<file path="config.mk">
export PLATFORM = sky130hd
export DESIGN_NAME = fp_div_arbiter
export DESIGN_NICKNAME = d
export VERILOG_FILES = /design/src/rtl/fp_div_arb_pkg.sv /design/src/rtl/fp_div_arbiter_rr.sv /design/src/rtl/fp_div_arbiter.sv
export SDC_FILE = /design/constraint.sdc
export NUM_CORES = 1
export LEC_CHECK = 0
export ABC_AREA = 1
export BUFFER_PORTS_ARGS = -buffer_cell sky130_fd_sc_hd__buf_2
export CORE_ASPECT_RATIO = 1.1
export CORE_MARGIN = 5
export CORE_UTILIZATION = 35
export CTS_BUF_LIST = sky130_fd_sc_hd__clkbuf_8 sky130_fd_sc_hd__clkbuf_16
export DETAILED_ROUTE_END_ITERATION = 8
export GPL_TIMING_DRIVEN = 1
export PLACE_DENSITY = 0.67
export SLEW_MARGIN = 10
export SYNTH_ARGS = -nofsm -noshare
export SYNTH_HDL_FRONTEND = slang
export SYNTH_HIERARCHICAL = 1
export SYNTH_SLANG_ARGS = --single-unit
</file>
<file path="constraint.sdc">
create_clock -name clock -period 3.5 [get_ports clock]
set_input_delay 0.175 -clock clock [delete_from_list [all_inputs] [get_ports clock]]
set_output_delay 0.175 -clock clock [all_outputs]
set_load 0.01 [all_outputs]
</file>
<file path="src/rtl/fp_div_arb_pkg.sv">
// fp_div_arb_pkg: shared types and width helpers for the divider arbiter.
//   state_t    : arbiter FSM states
//   DATA_W_DEF : default operand/quotient width (IEEE-754 single)
//   idx_w()    : owner-index width for a given requester count
//   wd_w()     : watchdog counter width for a given timeout
package fp_div_arb_pkg;

  typedef enum logic [2:0] {
    S_IDLE,
    S_ISSUE,
    S_WAIT,
    S_RESP,
    S_DRAIN
  } state_t;

  localparam int DATA_W_DEF = 32;

  function automatic int idx_w(input int n);
    return (n > 1) ? $clog2(n) : 1;
  endfunction

  function automatic int wd_w(input int t);
    return $clog2(t + 1);
  endfunction

endpackage

</file>
<file path="src/rtl/fp_div_arbiter_rr.sv">
// rr_arbiter: combinational round-robin picker.
//   req  : request vector
//   last : index of the most recent winner; search starts at last+1
//   gnt  : one-hot grant (zero when no request)
//   idx  : encoded index of the granted requester
module rr_arbiter
  import fp_div_arb_pkg::*;
#(
  parameter int NUM_REQ = 2,
  parameter int IW      = idx_w(NUM_REQ)
) (
  input  logic [NUM_REQ-1:0] req,
  input  logic [IW-1:0]      last,
  output logic [NUM_REQ-1:0] gnt,
  output logic [IW-1:0]      idx
);

  logic [IW-1:0] c;

  // Walk the ring once starting just after the last winner; first hit wins.
  always_comb begin
    gnt = '0;
    idx = '0;
    c   = '0;
    for (int k = 1; k <= NUM_REQ; k++) begin
      c = IW'((int'(last) + k) % NUM_REQ);
      if (gnt == '0 && req[c]) begin
        gnt[c] = 1'b1;
        idx    = c;
      end
    end
  end

endmodule

</file>
<file path="src/rtl/fp_div_arbiter.sv">
// fp_div_arbiter: shares one iterative FP divider among NUM_REQ requesters.
//   clock, resetn         : clock, synchronous active-low reset
//   req_valid/req_a/req_b : per-requester divide requests (flat operand slices)
//   req_ready             : one-hot accept, only while idle
//   resp_valid/resp_q     : one-cycle one-hot result pulse and quotient
//   flush_mask            : kill the owner's in-flight divide
//   err_timeout           : one-cycle pulse when the watchdog aborts
//   div_*                 : divider handshake (start pulse, ready pulse, quotient)
module fp_div_arbiter
  import fp_div_arb_pkg::*;
#(
  parameter int NUM_REQ = 2,
  parameter int DATA_W  = DATA_W_DEF,
  parameter int TIMEOUT = 64
) (
  input  logic                      clock,
  input  logic                      resetn,
  input  logic [NUM_REQ-1:0]        req_valid,
  input  logic [NUM_REQ*DATA_W-1:0] req_a,
  input  logic [NUM_REQ*DATA_W-1:0] req_b,
  output logic [NUM_REQ-1:0]        req_ready,
  output logic [NUM_REQ-1:0]        resp_valid,
  output logic [DATA_W-1:0]         resp_q,
  input  logic [NUM_REQ-1:0]        flush_mask,
  output logic                      err_timeout,
  output logic [DATA_W-1:0]         div_a,
  output logic [DATA_W-1:0]         div_b,
  output logic                      div_start,
  input  logic                      div_busy,
  input  logic                      div_ready,
  input  logic [DATA_W-1:0]         div_q
);

  localparam int IW = idx_w(NUM_REQ);
  localparam int WW = wd_w(TIMEOUT);

  state_t              state_q, state_d;
  logic [IW-1:0]       owner_q, owner_d;
  logic [IW-1:0]       last_q, last_d;
  logic [DATA_W-1:0]   a_q, a_d, b_q, b_d, q_q, q_d;
  logic [WW-1:0]       wd_q, wd_d;
  logic [NUM_REQ-1:0]  gnt;
  logic [IW-1:0]       gnt_idx;
  logic                flush_own;

  // Busy is status only; sequencing relies solely on the ready pulse.
  logic busy_unused;
  assign busy_unused = div_busy;

  rr_arbiter #(.NUM_REQ(NUM_REQ), .IW(IW)) u_rr (
    .req  (req_valid),
    .last (last_q),
    .gnt  (gnt),
    .idx  (gnt_idx)
  );

  assign flush_own = flush_mask[owner_q];
  assign div_a     = a_q;
  assign div_b     = b_q;
  assign resp_q    = q_q;

  always_comb begin
    state_d     = state_q;
    owner_d     = owner_q;
    last_d      = last_q;
    a_d         = a_q;
    b_d         = b_q;
    q_d         = q_q;
    wd_d        = wd_q;
    req_ready   = '0;
    resp_valid  = '0;
    div_start   = 1'b0;
    err_timeout = 1'b0;
    case (state_q)
      S_IDLE: begin
        // No grant is advertised while reset is asserted.
        req_ready = resetn ? gnt : '0;
        if (|gnt) begin
          owner_d = gnt_idx;
          last_d  = gnt_idx;
          a_d     = req_a[int'(gnt_idx)*DATA_W +: DATA_W];
          b_d     = req_b[int'(gnt_idx)*DATA_W +: DATA_W];
          state_d = S_ISSUE;
        end
      end
      S_ISSUE: begin
        div_start = 1'b1;
        wd_d      = '0;
        state_d   = S_WAIT;
      end
      S_WAIT, S_DRAIN: begin
        // Watchdog keeps running through DRAIN so a flushed divide that
        // never returns still aborts on the original deadline.
        wd_d = wd_q + 1'b1;
        if (div_ready) begin
          if (state_q == S_WAIT && !flush_own) begin
            q_d     = div_q;
            state_d = S_RESP;
          end else begin
            state_d = S_IDLE;
          end
        end else if (wd_q == WW'(TIMEOUT - 1)) begin
          err_timeout = 1'b1;
          state_d     = S_IDLE;
        end else if (state_q == S_WAIT && flush_own) begin
          state_d = S_DRAIN;
        end
      end
      S_RESP: begin
        resp_valid[owner_q] = 1'b1;
        state_d             = S_IDLE;
      end
      default: state_d = S_IDLE;
    endcase
  end

  always_ff @(posedge clock) begin
    if (!resetn) begin
      state_q <= S_IDLE;
      owner_q <= '0;
      last_q  <= IW'(NUM_REQ - 1);
      a_q     <= '0;
      b_q     <= '0;
      q_q     <= '0;
      wd_q    <= '0;
    end else begin
      state_q <= state_d;
      owner_q <= owner_d;
      last_q  <= last_d;
      a_q     <= a_d;
      b_q     <= b_d;
      q_q     <= q_d;
      wd_q    <= wd_d;
    end
  end

endmodule

</file>
==> impl_metrics.csv <==
group,metric,value,unit
status,status,"finished clean",
global_route,overflow,0,
placement,place.gp.congestion,0.770,
worst_setup_path,max_stage_delay,470,ps
cells_and_area,drive_gt1_share,37.5,%
global_route,top_usage_layer,"met2",
cells_and_area,antenna_cells,0,
drt,drt_iter0_drc,155,
flow_run,timing.max_cap.violations,0,
worst_setup_path,end_kind,"register",
synth,syn_area,0.00456,mm2
sta,slew_violations,0,
clock_network,cts.clk_slew.worst_paths,70,ps
synth,yosysUniqueCellTypes,23,
power_and_ir_drop,switching_share,37.6,%
power_and_ir_drop,pwr_density_cell,742,mW/mm2
global_route,antenna_found_initial,0,
die,initial_core_util,35.9,%
drt,drt-vias-per-instance,4.75,
worst_setup_path,cp_slowest_cell,"inv_2",
synth,synth_most_common_cell,"dfxtp_1",
cells_and_area,nets,959,
die,die_height,130,um
clock_network,htree_levels,3,
power_and_ir_drop,ir_worst_vdd,0.309,mV
drt,finalWirelength,13.4,mm
worst_setup_path,cp_top_family,"buffers and inverters",
cells_and_area,fillerInstances,1260,
global_route,grt_max_degree,126,
synth,synth_seq_cells,108,
worst_setup_path,crit_fanout,34,
die,rows,43,
synth,synth.area.top_cells,"dfxtp_1 (47%), mux2i_1 (14%), a21oi_1 (8.2%)",
synth,syn_inst,543,
drt,wl_per_cell,14.1,um
sta,setup_tns,0,ps
synth,synthTopCellsByCount,"dfxtp_1 (108), nor2_1 (79), a21oi_1 (75)",
synth,ys_seq_area_share,47.4,%
sta,period_share,49.7,%
clock_network,post-cts-setup-buffers,0,
power_and_ir_drop,seq_power_share,40.0,%
power_and_ir_drop,p_int,2.88,mW
drt,ant_nets,0,
clock_network,cts_buffers,9,
clock_network,clk_latency,340,ps
sta,hold_viol_final,0,
hold_path,hold_path.class,"in -> reg",
sta,finalCriticalPeriod,1740,ps
synth,synth_largest_area_cell,"dfxtp_1",
worst_setup_path,start_kind,"register",
global_route,grt_pass1_wl,21.2,mm
worst_setup_path,critPathBufInv,2,
global_route,track_usage,17.0,%
drt,vias,4514,
worst_setup_path,cp_cell_sequence,"nand2_1 -> nor2_2 -> nand3_2 -> buf_4 -> inv_2 -> nor2_1 -> a21oi_1",
clock_network,clock_path_buffers,2,
drt,firstDrtPassIters,4,
sta,setup_violations,0,
synth,synth_nets,712,
die,core_region_area,0.0127,mm2
sta,finClkSkew,3.56,ps
synth,async_flop_share,0,%
clock_network,cts_sinks,108,
global_route,grt_pass1_vias,4327,
clock_network,cts_tree,"yes",
worst_setup_path,worst_ep_arrival_time,2020,ps
placement,dpl_cell_area,0.00594,mm2
cells_and_area,syn_to_final_growth,36.6,%
power_and_ir_drop,pwr-share-clk,21.3,%
synth,synth_area_per_cell,8.40,um2
placement,io_buffer_count,268,
die,pin_count,270,
sta,timing.slew.headroom,60.8,%
clock_network,cts.hold.buffers_added,0,
sta,rsz0062_at_grt,"no",
sta,fin_ws,1760,ps
worst_setup_path,crit_type,"reg -> reg",
synth,synth_edf_count,0,
synth,ys.flop_type,"dfxtp_1",
power_and_ir_drop,p_switching,1.74,mW
clock_network,postCtsResizedCells,0,
power_and_ir_drop,leakage,3.06,nW
global_route,use_met2,27.7,%
synth,yosysWarnings,6,
drt,route.detailed.drc,0,
sta,tightest_slew,586,ps
clock_network,cts_root_buf,"clkbuf_16",
global_route,use_met1,20.5,%
power_and_ir_drop,combPwrFrac,38.8,%
synth,synth_top_area_share,47.4,%
power_and_ir_drop,finalPower,4.62,mW
cells_and_area,stdcell_area,0.00623,mm2
worst_setup_path,crit_required,3780,ps
global_route,met3_usage,6.94,%
sta,max_freq,575,MHz
die,die-area,0.0154,mm2
die,die_w,119,um
placement,pre_cts_ws,1760,ps
placement,hpwl,10.0,mm
per-stage QoR:
step           hold slack (ps)  cells  utilization, %
6_report                  77.9    951            49.1
5_1_grt                   68.6    951            49.1
4_1_cts                   64.7    951            49.1
3_5_place_dp               434    936            46.8
3_3_place_gp               428    936            46.8
2_1_floorplan              339    543               -
registers in the layout, summed over array words and instances, names as in the netlist:
| signal | cells |
|---|---|
| owner_q | 1 |
| div_a | 32 |
| last_q | 1 |
| wd_q | 7 |
| state_q | 3 |
| resp_q | 32 |
| div_b | 32 |
cell type report:
cell class,instances,area [um2],share of cell area (%)
Sequential cell,108,2160,34.7
Tap cell,157,196,3.15
Multi-Input combinational cell,378,2110,33.9
Inverter,19,72.6,1.17
Clock buffer,13,280,4.50
Timing Repair Buffer,274,1400,22.5
Clock inverter,2,8.76,0.141
routing by layer:
layer / wire (um) / vias to the layer above
li1: - / 2357
met2: 6080 / 181
met3: 1370 / 14
met1: 5770 / 1962
met5: 0 / -
met4: 199 / 0
cell families after synthesis:
group,count (synthesis),synth area share [%]
compound gates,179,19.8
simple gates,134,11.9
flops,108,47.4
mux,64,14.0
buf+inv,57,6.58
fa+ha+maj,1,0.274
worst paths after layout:
| check | endpoint | slack, ps | depth (start not counted) | startpoint |
|---|---|---|---|---|
| hold / removal | resp_q[21]$_SDFFE_PN0P_ | 80 | 3 | div_q[21] |
| setup reg to reg | state_q[1]$_SDFFE_PN0P_ | 1760 | 7 | state_q[1]$_SDFFE_PN0P_ |
| setup / recovery | state_q[1]$_SDFFE_PN0P_ | 1760 | 7 | state_q[1]$_SDFFE_PN0P_ |
| hold reg to reg | resp_q[0]$_SDFFE_PN0P_ | 480 | 2 | resp_q[0]$_SDFFE_PN0P_ |
layout by cell type, fill, tap and decap left out, drive strengths merged:
cell    instances
buf           274
dfxtp         108
o21ai         101
nor2           81
a21oi          75
mux2i          64
nand2          37
inv            19
clkbuf         13
nand3          11
nor3            3
clkinv          2
o21bai          2
nand3b          1
nand4           1
a22oi           1
ha              1
power by group through the flow:
stage          Sequential [mW]  Combinational [mW]  Clock, mW
6_report                  1.85                1.79      0.983
5_1_grt                   1.90                2.03       1.07
4_1_cts                   1.85                1.83       1.02
3_5_place_dp              1.86                1.83          0
3_3_place_gp              1.86                1.81          0
2_1_floorplan             2.04                1.01          0
tightest hold or removal path, delay by kind of cell:
family	cells	cell delay, ps
buf+inv	1	70
compound gates	1	70
simple gates	1	70
No activity file was read; power rests on OpenSTA's default activity.
